`src/rtl/unified_mem_arbiter.sv`:
```
// Round-robin arbiter that shares one synchronous RAM between NUM_PORTS requestors.
// Port 0 is the program loader; boot_mode restricts grants to it until loading is done.
module unified_mem_arbiter #(
  parameter int unsigned DATA_WIDTH   = 16,
  parameter int unsigned ADDR_WIDTH   = 5,
  parameter int unsigned NUM_PORTS    = 2,
  parameter int unsigned READ_LATENCY = 1
) (
  input  logic                            clock,
  input  logic                            reset,
  input  logic                            boot_mode,
  input  logic [NUM_PORTS-1:0]            req,
  input  logic [NUM_PORTS-1:0]            we,
  input  logic [NUM_PORTS*ADDR_WIDTH-1:0] addr,
  input  logic [NUM_PORTS*DATA_WIDTH-1:0] wdata,
  output logic [NUM_PORTS-1:0]            gnt,
  output logic [NUM_PORTS-1:0]            rvalid,
  output logic [DATA_WIDTH-1:0]           rdata,
  output logic                            mem_we,
  output logic [ADDR_WIDTH-1:0]           mem_addr,
  output logic [DATA_WIDTH-1:0]           mem_wdata,
  input  logic [DATA_WIDTH-1:0]           mem_rdata,
  output logic                            busy
);

  localparam int unsigned PW = $clog2(NUM_PORTS);
  localparam int unsigned CW = (READ_LATENCY > 1) ? $clog2(READ_LATENCY) : 1;

  typedef enum logic [1:0] {StIdle, StGrant, StRdWait} state_e;

  state_e                state_q, state_d;
  logic [PW-1:0]         rr_q, rr_d;
  logic [PW-1:0]         owner_q, owner_d;
  logic [CW-1:0]         cnt_q, cnt_d;
  logic [NUM_PORTS-1:0]  gnt_q, gnt_d;
  logic [NUM_PORTS-1:0]  rvalid_q, rvalid_d;
  logic [DATA_WIDTH-1:0] rdata_q, rdata_d;
  logic                  mem_we_q, mem_we_d;
  logic [ADDR_WIDTH-1:0] mem_addr_q, mem_addr_d;
  logic [DATA_WIDTH-1:0] mem_wdata_q, mem_wdata_d;
  logic                  busy_q, busy_d;

  logic [NUM_PORTS-1:0]  eligible;
  logic                  found;
  logic [PW-1:0]         win;
  logic [PW:0]           idx;
  logic [PW:0]           rr_inc;
  logic                  sel_we;
  logic [ADDR_WIDTH-1:0] sel_addr;
  logic [DATA_WIDTH-1:0] sel_wdata;
  logic                  rd_done;

  // Cyclic search starting at rr_q; idx stays below 2*NUM_PORTS so one wrap suffices.
  always_comb begin
    eligible = boot_mode ? {{(NUM_PORTS-1){1'b0}}, req[0]} : req;
    found    = 1'b0;
    win      = '0;
    idx      = '0;
    for (int unsigned i = 0; i < NUM_PORTS; i++) begin
      idx = {1'b0, rr_q} + (PW+1)'(i);
      if (idx >= (PW+1)'(NUM_PORTS)) idx = idx - (PW+1)'(NUM_PORTS);
      if (!found && eligible[idx[PW-1:0]]) begin
        found = 1'b1;
        win   = idx[PW-1:0];
      end
    end
  end

  always_comb begin
    sel_we    = 1'b0;
    sel_addr  = '0;
    sel_wdata = '0;
    for (int unsigned p = 0; p < NUM_PORTS; p++) begin
      if (win == PW'(p)) begin
        sel_we    = we[p];
        sel_addr  = addr[p*ADDR_WIDTH +: ADDR_WIDTH];
        sel_wdata = wdata[p*DATA_WIDTH +: DATA_WIDTH];
      end
    end
  end

  assign rr_inc = {1'b0, win} + (PW+1)'(1);

  // The read counter covers the GRANT cycle too, so rvalid lands READ_LATENCY cycles after gnt.
  always_comb begin
    state_d     = state_q;
    rr_d        = rr_q;
    owner_d     = owner_q;
    cnt_d       = cnt_q;
    gnt_d       = '0;
    rvalid_d    = '0;
    rdata_d     = rdata_q;
    mem_we_d    = 1'b0;
    mem_addr_d  = mem_addr_q;
    mem_wdata_d = mem_wdata_q;
    rd_done     = 1'b0;
    unique case (state_q)
      StIdle: begin
        if (found) begin
          gnt_d       = NUM_PORTS'(1) << win;
          mem_we_d    = sel_we;
          mem_addr_d  = sel_addr;
          mem_wdata_d = sel_wdata;
          owner_d     = win;
          rr_d        = (rr_inc == (PW+1)'(NUM_PORTS)) ? '0 : rr_inc[PW-1:0];
          cnt_d       = CW'(READ_LATENCY - 1);
          state_d     = StGrant;
        end
      end
      StGrant: begin
        if (mem_we_q) begin
          state_d = StIdle;
        end else if (cnt_q == '0) begin
          rd_done = 1'b1;
        end else begin
          cnt_d   = cnt_q - CW'(1);
          state_d = StRdWait;
        end
      end
      StRdWait: begin
        if (cnt_q == '0) rd_done = 1'b1;
        else             cnt_d   = cnt_q - CW'(1);
      end
      default: state_d = StIdle;
    endcase
    if (rd_done) begin
      rdata_d  = mem_rdata;
      rvalid_d = NUM_PORTS'(1) << owner_q;
      state_d  = StIdle;
    end
    busy_d = (state_d != StIdle);
  end

  always_ff @(posedge clock or negedge reset) begin
    if (!reset) begin
      state_q     <= StIdle;
      rr_q        <= '0;
      owner_q     <= '0;
      cnt_q       <= '0;
      gnt_q       <= '0;
      rvalid_q    <= '0;
      rdata_q     <= '0;
      mem_we_q    <= 1'b0;
      mem_addr_q  <= '0;
      mem_wdata_q <= '0;
      busy_q      <= 1'b0;
    end else begin
      state_q     <= state_d;
      rr_q        <= rr_d;
      owner_q     <= owner_d;
      cnt_q       <= cnt_d;
      gnt_q       <= gnt_d;
      rvalid_q    <= rvalid_d;
      rdata_q     <= rdata_d;
      mem_we_q    <= mem_we_d;
      mem_addr_q  <= mem_addr_d;
      mem_wdata_q <= mem_wdata_d;
      busy_q      <= busy_d;
    end
  end

  assign gnt       = gnt_q;
  assign rvalid    = rvalid_q;
  assign rdata     = rdata_q;
  assign mem_we    = mem_we_q;
  assign mem_addr  = mem_addr_q;
  assign mem_wdata = mem_wdata_q;
  assign busy      = busy_q;

endmodule

```
`config.mk`:
```
export PLATFORM = sky130hd
export DESIGN_NAME = unified_mem_arbiter
export DESIGN_NICKNAME = d
export VERILOG_FILES = /design/src/rtl/unified_mem_arbiter.sv
export SDC_FILE = /design/constraint.sdc
export NUM_CORES = 1
export LEC_CHECK = 0
export ABC_AREA = 1
export ABC_CLOCK_PERIOD_IN_PS = 1500
export CAP_MARGIN = 20
export CORE_ASPECT_RATIO = 1.75
export CORE_MARGIN = 2
export CORE_UTILIZATION = 39
export CTS_BUF_LIST = sky130_fd_sc_hd__clkbuf_16
export DETAILED_ROUTE_END_ITERATION = 10
export PLACE_DENSITY = 0.76
export REMOVE_ABC_BUFFERS = 1
export SYNTH_ARGS = -nofsm -noshare
export SYNTH_HDL_FRONTEND = slang
export SYNTH_SLANG_ARGS = --single-unit
```
`constraint.sdc`:
```
create_clock -name clock -period 1.5 [get_ports clock]
set_input_delay 0.15 -clock clock [delete_from_list [all_inputs] [get_ports clock]]
set_output_delay 0.15 -clock clock [all_outputs]
set_load 0.005 [all_outputs]
```
After elaboration in Yosys (flattened, before gate mapping). Index checks and enable logic that the tools add are counted. Widths: inputs -> output; s select.

Add/sub/neg operators: 5. Multiply operators: 0. Div/mod/pow operators: 0. Order comparisons: 4. Equality and inequality tests: 5. Shift-type cells: 2. Muxes and demuxes: 32. Bitwise gates (word level): 0. Reductions and logical operators: 7.

Operators with widths (number): $mux 1 (19); $mux 16 (1); $mux 2 (8); $pmux 2 s3 (1); $mux 5 (1); $add 1x1->2 const B (2); $eq 2x2->1 const B (2); $lt 1x2->1 const B (2); $ne 2x2->1 const B (2); $shl 1x1->2 const A (2); $pmux 1 s3 (1); $reduce_and 3->1 (1); $reduce_bool 3->1 (1); $sub 1x1->1 const B (3); $eq 2x1->1 const B (1); $ge 1x2->1 const B (1); $ge 2x2->1 const B (1); $logic_not 2->1 (1); $pmux 1 s2 (1); $reduce_and 2->1 (1); $reduce_bool 2->1 (1); $logic_and 1x1->1 (1); $logic_not 1->1 (1).

Register bits after elaboration: 48. Bits in latches: 0. RAM bits: 0. Bits in read-only memories: 0. Bits of input ports: 65. Output and inout bits: 43. Logic and storage cells: 66. Memories kept: 0.

Logic depth before layout (Yosys ltp).
Word-level depth: 12. Gate-level depth with buffers: 8.

Worst setup path before layout. OpenSTA, ideal clock, no wires.

Kind: register to register. Start point: register state_q[0]. End point: register rdata_q[10], in the netlist rdata[10]. Setup time: 116 ps. Data arrival time: 1259 ps. Slack: 124 ps. Stages on the path, launching flop included: 9. Period minus slack after synthesis: 1376 ps. Path through: dfrtp_1 > inv_1 > ha_1 > inv_1 > a21oi_4 > inv_2 > buf_6 > nand2_1 > nand2_1.

Cells in the longest elaborated chain, start to end: 2. Elaborated cells on any way between the ends: 3. Classes of those cells: eq/ne: 2; mux: 1.

RTL lines: start, declared (line 31) `state_e state_q, state_d;`; start signal, assigned (line 136) `state_q <= StIdle;`; start signal, assigned (line 148) `state_q <= state_d;`; $eq 2x2->1 or $eq 2x1->1 (tied branches) (line 97) `unique case (state_q)`; $pmux 1 s2 * (line 97); end signal, assigned (line 154) `rdata_q <= rdata_d;`; end, declared (line 37) `logic [DATA_WIDTH-1:0] rdata_q, rdata_d;`.

Every way passes the cells marked *; elsewhere a longest branch is shown, timed or not. A chain may end at the register's enable or synchronous reset.

Worst setup path in the final report.
Start point: register state_q[1]. End point: register busy_q, in the netlist busy.

Cells in the longest elaborated chain, start to end: 5. Elaborated cells on any way between the ends: 10. Classes of those cells: eq/ne: 2; mux: 6; reduce/logical: 2.

RTL lines: $mux 2 (line 113) `end else if (cnt_q == '0) begin`; $mux 2 (line 111) `if (mem_we_q) begin`; $pmux 2 s3 (line 97); $mux 2 * (line 126) `if (rd_done) begin`; $reduce_bool 2->1 * (line 131) `busy_d = (state_d != StIdle);`; via busy_d (line 41) `logic busy_q, busy_d;`; end signal, assigned (line 158) `busy_q <= busy_d;`; end, declared (line 41).

Mark *: on every way through the listed nets, which the timed path passes. The rest lies on a longest branch.

==> qor.txt <==
# setup viols final = 0
Layout net count = 422
P&R area growth vs syn = 65.8%
Max-slew violations = 0
Num CTS Buffers = 5
CTS clk-pin slew, worst paths = 0.06 ns
Leak = 0.00163 µW
Fmax = 707 MHz
Flop-to-flop setup slack = 0.08 ns
Crit path time final = 1.42 ns
Grt total ovfl = 0
Part of the power in registers = 37.1%
Hold WC Path Type = input pin to async pin
Total power = 5780 µW
Pre-antenna DRT Iters = 4
Fill cells = 415
Root Driver = clkbuf_16
Clock network power share = 18.0%
Startpoint Class = flop
# port buffers = 107
Worst-path fanout max = 5
Finished Layout Cells = 408
Reg2reg path depth = 7
Switching pwr = 1820 µW
Initial antenna violation count = 0
Ant diodes = 0
Largest net degree at the start of global routing = 25
Clock Sinks = 47
Max VDD drop = 1190 µV
Layout cells sized above 1 = 7.06%
HPWL Detailed = 3790 µm
Comb pwr share = 45.0%
Final period utilization = 94.4%
Yosys warnings = 0
H-tree depth = 2
Overall Global Routing Usage = 18.2%
Mapped Cells = 236
Setup TNS = 0 ns
Flops & latches, synth = 47
Fin. Hold Viols = 0
Worst skew pair latency = 0.28 ns
Top-Level Pins = 108
CP endpoint kind = flop
Global-route wire length before repair = 8140 µm
Placed Cells = 395
Drt wl/cell = 12.2 µm
Setup CP Type = flop to flop
Synthesized area per cell = 8.58 µm²
Drt via density = 4.57
Drt drc = 0
Pwr dens = 1720 mW/mm²
Post-synthesis cell type count = 15
CTS tree = done
Slew at the pin closest to its max-slew limit = 0.464 ns
Max Cap Viol = 0
Reg2reg start = state_q[1]
Final instance area = 0.00336 mm²
Pint = 3960 µW
Total Die Area = 0.00581 mm²
Antenna-violating nets left = 0
WP data required = 1.66 ns
Vias in the first global route = 1861
DP Area = 0.00316 mm²
Drt total wl = 4970 µm
Critical Path AT = 1.58 ns
Clk buf depth = 2
Worst-case clock skew = 0.00469 ns
Worst r2r dst = busy
Die Span Y = 99.3 µm
Core area = 0.00498 mm²
Cell Area, Synth = 0.00202 mm²
Chip width = 58.5 µm
Slew margin rel. = 69.1%
# rows = 34
Status = finished clean
Starting DRT DRC Count = 54
Initial Util = 40.7%
Sequential cell area fraction in the yosys report = 58.1%
Net Sw Frac = 31.5%
DR vias = 1864
Final Wtd Congestion = 0.704
-- critical path, stage by stage, from the launching register on --
cell     delay (ns)
dfrtp_1        0.38
inv_1          0.08
ha_1           0.27
inv_1          0.06
a21oi_4        0.25
nor2_1         0.11
nand2_1        0.09
nand2_1        0.07
-- state kept, by name (all words and copies together), names as in the netlist --
register	flops
rvalid	2
busy	1
state_q	2
owner_q	1
mem_wdata	16
rdata	16
mem_addr	5
gnt	2
rr_q	1
mem_we	1
-- worst max-delay path by stage --
stage | cells past startpoint | slack, ns | from | to
floorplan | 7 | 0.05 | state_q[0] | rdata[0]
global placement | 7 | -0.06 | req[0] | mem_addr[1]
detailed placement | 7 | -0.12 | req[0] | mem_addr[0]
CTS | 7 | 0.006 | state_q[0] | rdata[1]
global route | 7 | -0.01 | state_q[1] | rdata[1]
finish | 7 | 0.08 | state_q[1] | busy
-- logic make-up (layout without fill, tap and decap cells) --
kind of cell,Yosys count,count (layout),share of synthesized area (%)
flip-flops,47,47,58.1
AND/OR/NAND/NOR,157,158,31.6
buffers and inverters,25,142,6.43
adder cells (fa/ha/maj),4,4,2.47
AO/OA/AOI/OAI,3,3,1.42
-- metal layers --
layer	part of all wire [%]	GRT usage (%)
met1	36	18.4
met5	0	0
met3	8.2	5.33
met2	54	34.6
met4	1.3	4.83
-- final cells by class --
cell class	instances	area (µm²)	share of cell area (%)
clock buffers	5	125	3.73
clock inverters	3	16.3	0.485
inverters	17	68.8	2.05
multi-input cells	165	729	21.7
flip-flops and latches	47	1180	35.0
well taps	54	67.6	2.01
repair buffers	117	1170	34.9
-- power by group through the flow --
stage               registers, µW  clock network (µW)  logic (µW)
finish                       2140                1040        2600
global route                 2210                1110        2890
CTS                          2160                1060        2600
detailed placement           2170                   0        2570
global placement             2140                   0        2500
floorplan                    2200                   0         894
-- cells in the mapped netlist --
library cell	n	area [µm²]
nor2_1	4	15.0
a21oi_4	1	16.3
inv_1	16	60.1
ha_1	4	50.1
o21bai_1	1	7.51
dfrtp_1	47	1180
nand2_2	3	18.8
o21ai_0	1	5.00
buf_2	2	10.0
buf_4	3	22.5
nand2_1	126	473
inv_2	1	3.75
nor2_4	2	22.5
nand3_1	22	110
buf_6	3	33.8
-- metrics by stage --
step           hold WS, ns  worst slack (ns)  utilization, %
6_report             0.366            0.0846            67.4
5_1_grt              0.414           -0.0101            67.4
4_1_cts              0.377           0.00647            66.8
3_5_place_dp         0.134            -0.120            63.5
3_3_place_gp         0.131           -0.0604            63.5
2_1_floorplan       -0.146            0.0502               -
-- repair_timing --
action	CTS	global route
resized for setup	1	4
setup endpoints to repair	14	31
endpoints found under the hold margin	19	0
cloned	1	0
setup buffers	0	3
hold buffers	1	0
-- cell usage in the layout (no fill, tap or decap), drive strengths merged --
| cell type | n |
|---|---|
| clkinvlp | 1 |
| a21oi | 1 |
| inv | 18 |
| nor2 | 7 |
| nand2 | 129 |
| clkdlybuf4s50 | 106 |
| dlygate4sd3 | 1 |
| dfrtp | 47 |
| ha | 4 |
| buf | 10 |
| clkinv | 1 |
| o21ai | 1 |
| nand3 | 22 |
| clkbuf | 5 |
| o21bai | 1 |
(Power assumes the default switching activity.)
